### src/rtl/perceptron_trainer_pkg.sv
// Shared constants, FSM encoding and sample payload for the perceptron trainer.
package perceptron_trainer_pkg;

    localparam int unsigned NUM_IN     = 8;
    localparam int unsigned ADDR_THETA = 8;
    localparam int unsigned ADDR_W     = 4;
    localparam int unsigned IDX_W      = 3;
    localparam int unsigned ACC_GUARD  = 4;

    typedef enum logic [2:0] {
        ST_IDLE,
        ST_ACCUM,
        ST_COMPARE,
        ST_UPDATE,
        ST_DONE
    } state_t;

    typedef struct packed {
        logic              train;
        logic              target;
        logic [NUM_IN-1:0] x;
    } sample_t;

    // Eight W-bit terms need 3 guard bits; one extra keeps the sign clear.
    function automatic int unsigned acc_width(input int unsigned w);
        return w + ACC_GUARD;
    endfunction

endpackage

### src/rtl/perceptron_trainer_sat_add.sv
// Signed W-bit adder that clamps to the representable range instead of wrapping.
module perceptron_trainer_sat_add #(
    parameter int unsigned W = 8
) (
    input  logic signed [W-1:0] i_a,
    input  logic signed [W-1:0] i_b,
    output logic signed [W-1:0] o_sum_c
);

    logic signed [W:0] w_sum;

    assign w_sum = {i_a[W-1], i_a} + {i_b[W-1], i_b};

    // Overflow shows as disagreement between the guard bit and the W-bit sign.
    always_comb begin
        o_sum_c = w_sum[W-1:0];
        if (w_sum[W] != w_sum[W-1]) begin
            o_sum_c = w_sum[W] ? {1'b1, {(W-1){1'b0}}} : {1'b0, {(W-1){1'b1}}};
        end
    end

endmodule

### src/rtl/perceptron_trainer.sv
// Bit-serial perceptron: accumulates one input per cycle, thresholds, and applies
// the perceptron learning rule to the weights and threshold when training.
module perceptron_trainer
    import perceptron_trainer_pkg::*;
#(
    parameter int unsigned W  = 8,
    parameter int unsigned LR = 1
) (
    input  logic                clk,
    input  logic                rst_n,
    input  logic                start,
    input  logic                train,
    input  logic [NUM_IN-1:0]   x_in,
    input  logic                target,
    input  logic                wr_en,
    input  logic [ADDR_W-1:0]   wr_addr,
    input  logic signed [W-1:0] wr_data,
    input  logic [ADDR_W-1:0]   rd_addr,
    output logic signed [W-1:0] rd_data,
    output logic                busy,
    output logic                done,
    output logic                y_out,
    output logic                err
);

    localparam int unsigned ACC_W = acc_width(W);

    state_t                  r_state;
    state_t                  w_next;
    logic signed [W-1:0]     r_w [NUM_IN];
    logic signed [W-1:0]     r_theta;
    logic signed [ACC_W-1:0] r_acc;
    logic [IDX_W-1:0]        r_idx;
    sample_t                 r_smp;
    logic                    r_busy;
    logic                    r_done;
    logic                    r_y;
    logic                    r_err;
    logic                    r_y_pend;
    logic                    r_err_pend;

    logic signed [W-1:0]     w_wsel;
    logic signed [ACC_W-1:0] w_wsel_ext;
    logic signed [ACC_W-1:0] w_theta_ext;
    logic signed [W-1:0]     w_lr;
    logic signed [W-1:0]     w_delta;
    logic signed [W-1:0]     w_ndelta;
    logic signed [W-1:0]     w_w_sat;
    logic signed [W-1:0]     w_theta_sat;
    logic                    w_last;
    logic                    w_y;
    logic                    w_err;

    assign w_wsel      = r_w[r_idx];
    assign w_wsel_ext  = {{(ACC_W-W){w_wsel[W-1]}}, w_wsel};
    assign w_theta_ext = {{(ACC_W-W){r_theta[W-1]}}, r_theta};
    assign w_lr        = W'(LR);
    assign w_delta     = r_smp.target ? w_lr : -w_lr;
    assign w_ndelta    = r_smp.target ? -w_lr : w_lr;
    assign w_last      = (r_idx == IDX_W'(NUM_IN - 1));
    assign w_y         = (r_acc > w_theta_ext);
    assign w_err       = (w_y != r_smp.target);

    perceptron_trainer_sat_add #(.W(W)) u_sat_w (
        .i_a     (w_wsel),
        .i_b     (w_delta),
        .o_sum_c (w_w_sat)
    );

    perceptron_trainer_sat_add #(.W(W)) u_sat_theta (
        .i_a     (r_theta),
        .i_b     (w_ndelta),
        .o_sum_c (w_theta_sat)
    );

    always_ff @(posedge clk or negedge rst_n) begin
        if (!rst_n) begin
            r_state <= ST_IDLE;
        end else begin
            r_state <= w_next;
        end
    end

    always_comb begin
        w_next = r_state;
        case (r_state)
            ST_IDLE:    if (start) w_next = ST_ACCUM;
            ST_ACCUM:   if (w_last) w_next = ST_COMPARE;
            ST_COMPARE: w_next = (r_smp.train && w_err) ? ST_UPDATE : ST_DONE;
            ST_UPDATE:  if (w_last) w_next = ST_DONE;
            ST_DONE:    w_next = ST_IDLE;
            default:    w_next = ST_IDLE;
        endcase
    end

    // Status outputs are registered from the next state so they align with it.
    always_ff @(posedge clk or negedge rst_n) begin
        if (!rst_n) begin
            r_busy <= 1'b0;
            r_done <= 1'b0;
            r_y    <= 1'b0;
            r_err  <= 1'b0;
        end else begin
            r_busy <= (w_next inside {ST_ACCUM, ST_COMPARE, ST_UPDATE});
            r_done <= (w_next == ST_DONE);
            if (w_next == ST_DONE) begin
                r_y   <= (r_state == ST_COMPARE) ? w_y : r_y_pend;
                r_err <= (r_state == ST_COMPARE) ? w_err : r_err_pend;
            end
        end
    end

    always_ff @(posedge clk or negedge rst_n) begin
        if (!rst_n) begin
            for (int unsigned i = 0; i < NUM_IN; i++) begin
                r_w[i] <= '0;
            end
            r_theta    <= '0;
            r_acc      <= '0;
            r_idx      <= '0;
            r_smp      <= '0;
            r_y_pend   <= 1'b0;
            r_err_pend <= 1'b0;
        end else begin
            case (r_state)
                ST_IDLE: begin
                    if (wr_en) begin
                        if (wr_addr < ADDR_W'(ADDR_THETA)) begin
                            r_w[wr_addr[IDX_W-1:0]] <= wr_data;
                        end else if (wr_addr == ADDR_W'(ADDR_THETA)) begin
                            r_theta <= wr_data;
                        end
                    end
                    if (start) begin
                        r_smp <= '{train: train, target: target, x: x_in};
                        r_acc <= '0;
                        r_idx <= '0;
                    end
                end
                ST_ACCUM: begin
                    if (r_smp.x[r_idx]) begin
                        r_acc <= r_acc + w_wsel_ext;
                    end
                    r_idx <= r_idx + IDX_W'(1);
                end
                ST_COMPARE: begin
                    r_y_pend   <= w_y;
                    r_err_pend <= w_err;
                    r_idx      <= '0;
                end
                ST_UPDATE: begin
                    if (r_smp.x[r_idx]) begin
                        r_w[r_idx] <= w_w_sat;
                    end
                    if (w_last) begin
                        r_theta <= w_theta_sat;
                    end
                    r_idx <= r_idx + IDX_W'(1);
                end
                default: ;
            endcase
        end
    end

    always_comb begin
        rd_data = '0;
        if (rd_addr < ADDR_W'(ADDR_THETA)) begin
            rd_data = r_w[rd_addr[IDX_W-1:0]];
        end else if (rd_addr == ADDR_W'(ADDR_THETA)) begin
            rd_data = r_theta;
        end
    end

    assign busy  = r_busy;
    assign done  = r_done;
    assign y_out = r_y;
    assign err   = r_err;

endmodule

### config.mk
export PLATFORM = sky130hd
export DESIGN_NAME = perceptron_trainer
export DESIGN_NICKNAME = d
export VERILOG_FILES = /design/src/rtl/perceptron_trainer_pkg.sv /design/src/rtl/perceptron_trainer_sat_add.sv /design/src/rtl/perceptron_trainer.sv
export SDC_FILE = /design/constraint.sdc
export NUM_CORES = 1
export LEC_CHECK = 0
export BUFFER_PORTS_ARGS = -buffer_cell sky130_fd_sc_hd__buf_2
export CAP_MARGIN = 30
export CORE_ASPECT_RATIO = 0.6
export CORE_UTILIZATION = 58
export CTS_BUF_LIST = sky130_fd_sc_hd__clkbuf_4
export DETAILED_ROUTE_END_ITERATION = 7
export PLACE_DENSITY = 0.76
export SYNTH_ARGS = -nofsm -noshare
export SYNTH_HDL_FRONTEND = slang
export SYNTH_SLANG_ARGS = --single-unit
### constraint.sdc
create_clock -name clk -period 5.7 [get_ports clk]
set_clock_uncertainty 0.2 [all_clocks]
set_input_delay 1.14 -clock clk [delete_from_list [all_inputs] [get_ports clk]]
set_output_delay 1.14 -clock clk [all_outputs]
set_load 0.05 [all_outputs]
==> metrics.md <==
| Metric | Value |
|---|---|
| Area of the core | `12330 um2` |
| DRC | `0` |
| H-tree depth | `3` |
| Final setup viols | `0` |
| Initial Util | `61.01%` |
| Achievable Freq | `205.8 MHz` |
| Metal2 WL | `9545 um` |
| GR Overflow Total | `0` |
| Reg2reg end | `r_acc[10]$_DFFE_PN0P_` |
| Most common cell after layout, fill and taps aside | `dfrtp_1` |
| Input/output buffers | `41` |
| Hold endpoint | `r_y_pend$_DFF_PN0_` |
| Relative slew slack | `33.14%` |
| Warnings from Yosys | `0` |
| First-pass GRT wire length | `38090 um` |
| Reg-to-reg setup timing slack | `0.84 ns` |
| Largest net degree at the start of global routing | `63` |
| Min cycle time layout | `4.859 ns` |
| Post-CTS setup buffers | `0` |
| Mapped Area | `7525 um2` |
| Slew Viols, Final | `0` |
| Mean Syn Cell Area | `9.221 um2` |
| Clk buf depth | `2` |
| Slowest stage delay, CP | `0.93 ns` |
| Most frequent cells in the layout | `106 x dfrtp_1, 79 x nor2_1, 64 x a21oi_1` |
| ANT cells | `0` |
| Crit Path Class | `reg -> reg` |
| Final Non-Filler Cells | `1011` |
| Sequential fraction of the synthesis area | `35.25%` |
| Via count of the routed design | `7058` |
| Die Area | `13450 um2` |
| Hold path depth | `1` |
| Via density | `6.981` |
| Routability cong. | `0.9859` |
| Die Y | `90.23 um` |
| Metal-1 WL | `10330 um` |
| Seq. cell area | `2653 um2` |
| FF-to-FF Start | `r_idx[0]$_DFFE_PN0P_` |
| Number of distinct library cells after synthesis | `68` |
| Period utilization | `85.24%` |
| Cells after synthesis | `816` |
| Data required, critical path | `5.83 ns` |
| Global-route usage over all layers | `37.89%` |
| Placement Rows | `31` |
| Crit path DAT | `4.98 ns` |
| Vias in the first global route | `6626` |
| Worst Max-Slew Pin Slew | `1.000 ns` |
| NumNets Final | `914` |
| Post-DP HPWL | `18490 um` |
| Setup TNS | `0 ns` |
| Share of cells above drive strength 1 | `16.43%` |
| CTS tree | `yes` |
| First-pass DRT Iterations | `6` |
| Ports | `42` |
| Hold-fix buffers, CTS | `0` |
| Cells along the critical path | `nor2b_1 -> a22o_1 -> nor2_1 -> a31oi_1 -> inv_1 -> ha_1 -> fa_1 -> a21o_1 -> a21oi_1 -> o21bai_1 -> a21oi_1 -> o21ai_0 -> a31oi_1 -> xor2_1 -> o21ai_0` |
| Startpoint Class | `flop` |
| Hold Vio Cnt, Final | `0` |
| DR top layer | `met4` |
| Wirelength per Cell | `24.24 um` |
| Worst skew pair latency | `0.47 ns` |
| Layout fillers | `1017` |
| Routed wire length | `24510 um` |
| Status | `completed` |
| Post-Syn Nets | `888` |
| Area growth from synthesis to layout | `7.300%` |
| Hold WC Path Type | `reg -> reg` |
| Post-synth EDFFs | `0` |
| CTS Sinks | `106` |
| Inst Count DP | `995` |
| Iter 0 DRT Violations | `972` |
| Clock-pin slew on the worst setup and hold paths | `0.16 ns` |
| Reg2Reg Depth | `15` |
| Multi-input gate area | `4551 um2` |
| FFs w/ async S/R, synth | `100.0%` |
| Met3 Routed Length | `3988 um` |
| Max cap viols | `0` |
| Critical path's slowest cell | `dfrtp_1` |
| RSZ-0062 raised after global routing | `false` |
| Worst-path fanout max | `17` |
| Die W | `149.0 um` |
| CTS root buf | `clkbuf_4` |
| Most used DFF post-synth | `dfrtp_1` |
| Initial antenna violation count | `0` |
| Resized Gates After CTS | `0` |
| CTS Buf Count | `9` |
| Synth Register Bits | `106` |
| Nature of the critical path endpoint | `flop` |
| Post-route ant nets | `0` |
| Min-delay src | `r_y_pend$_DFF_PN0_` |
synth_stat cells, types with 7 or more instances:
cell type | n | area, um2
o21ai_0 | 62 | 310.3
clkbuf_1 | 36 | 135.1
o21a_1 | 9 | 67.56
dfrtp_1 | 106 | 2653
and2_1 | 8 | 50.05
buf_1 | 10 | 37.54
a21oi_1 | 64 | 320.3
nand3_1 | 19 | 95.09
ha_1 | 39 | 488.0
nand2b_1 | 7 | 43.79
nor2b_1 | 10 | 62.56
o31ai_1 | 8 | 60.06
inv_1 | 33 | 123.9
o22ai_1 | 19 | 118.9
mux2_2 | 16 | 180.2
a31oi_1 | 12 | 75.07
mux4_2 | 24 | 540.5
a221oi_1 | 9 | 78.83
nor2_1 | 79 | 296.5
a22o_1 | 8 | 70.07
xnor2_1 | 14 | 122.6
a21o_1 | 14 | 105.1
mux2i_1 | 17 | 170.2
nor3_1 | 12 | 60.06
nand2_1 | 60 | 225.2
a22oi_1 | 28 | 210.2
flip-flops by register name (all words and copies together), names as in the netlist, 3 cells and up:
name     cells
r_idx        3
r_w         64
r_state      3
r_smp       10
r_theta      8
r_acc       12
critical path, delay by kind of cell (launching register included):
family          cells  cell delay [ns]
fa+ha+maj           2             0.65
simple gates        2             0.72
flops               1             0.93
buf+inv             1             0.17
compound gates      9             1.89
xor+xnor            1             0.16
worst max-delay path by stage:
stage,start,end,slack (ns)
3_5_place_dp,r_idx[1]$_DFFE_PN0P_,r_acc[10]$_DFFE_PN0P_,0.94
3_3_place_gp,r_idx[1]$_DFFE_PN0P_,r_acc[11]$_DFFE_PN0P_,1.08
6_report,r_idx[0]$_DFFE_PN0P_,r_acc[10]$_DFFE_PN0P_,0.84
5_1_grt,r_idx[0]$_DFFE_PN0P_,r_acc[11]$_DFFE_PN0P_,0.51
4_1_cts,r_idx[1]$_DFFE_PN0P_,r_acc[10]$_DFFE_PN0P_,0.90
2_1_floorplan,rd_addr[0],rd_data[6],0.79
final cells by class:
cell class | instances | share of cell area [%]
Inverter | 33 | 1.534
Tap cell | 165 | 2.557
Sequential cell | 106 | 32.85
Timing Repair Buffer | 66 | 5.129
Multi-Input combinational cell | 626 | 56.36
Clock inverter | 6 | 0.7283
Clock buffer | 9 | 0.8368
per-stage QoR:
stage	hold WS (ns)	utilization [%]	instance area (um2)	worst slack (ns)
after floorplan	0.2586	-	7525	0.7882
after global placement	0.2759	63.92	7884	1.080
after detailed placement	0.2855	64.31	7933	0.9381
after CTS	0.3202	65.34	8059	0.8957
after global routing	0.3518	65.46	8074	0.5112
final	0.3194	65.46	8074	0.8411
kinds of logic (layout without fill, tap and decap cells):
kind of cell | after synthesis | after routing | synth area share, %
mux | 58 | 58 | 12.04
compound gates | 275 | 275 | 23.98
fa+ha+maj | 47 | 47 | 8.031
simple gates | 226 | 226 | 13.92
buf+inv | 84 | 114 | 4.357
xor+xnor | 20 | 20 | 2.428
flops | 106 | 106 | 35.25
layer usage:
metal  track usage, %  vias up
li1                 -     3096
met1            56.30     3335
met2            49.88      552
met3            15.03       75
met4            11.39        0
met5                0        -
Power is not shown: default switching activity piles up to over one toggle a cycle in this logic, so the estimate is an artifact.
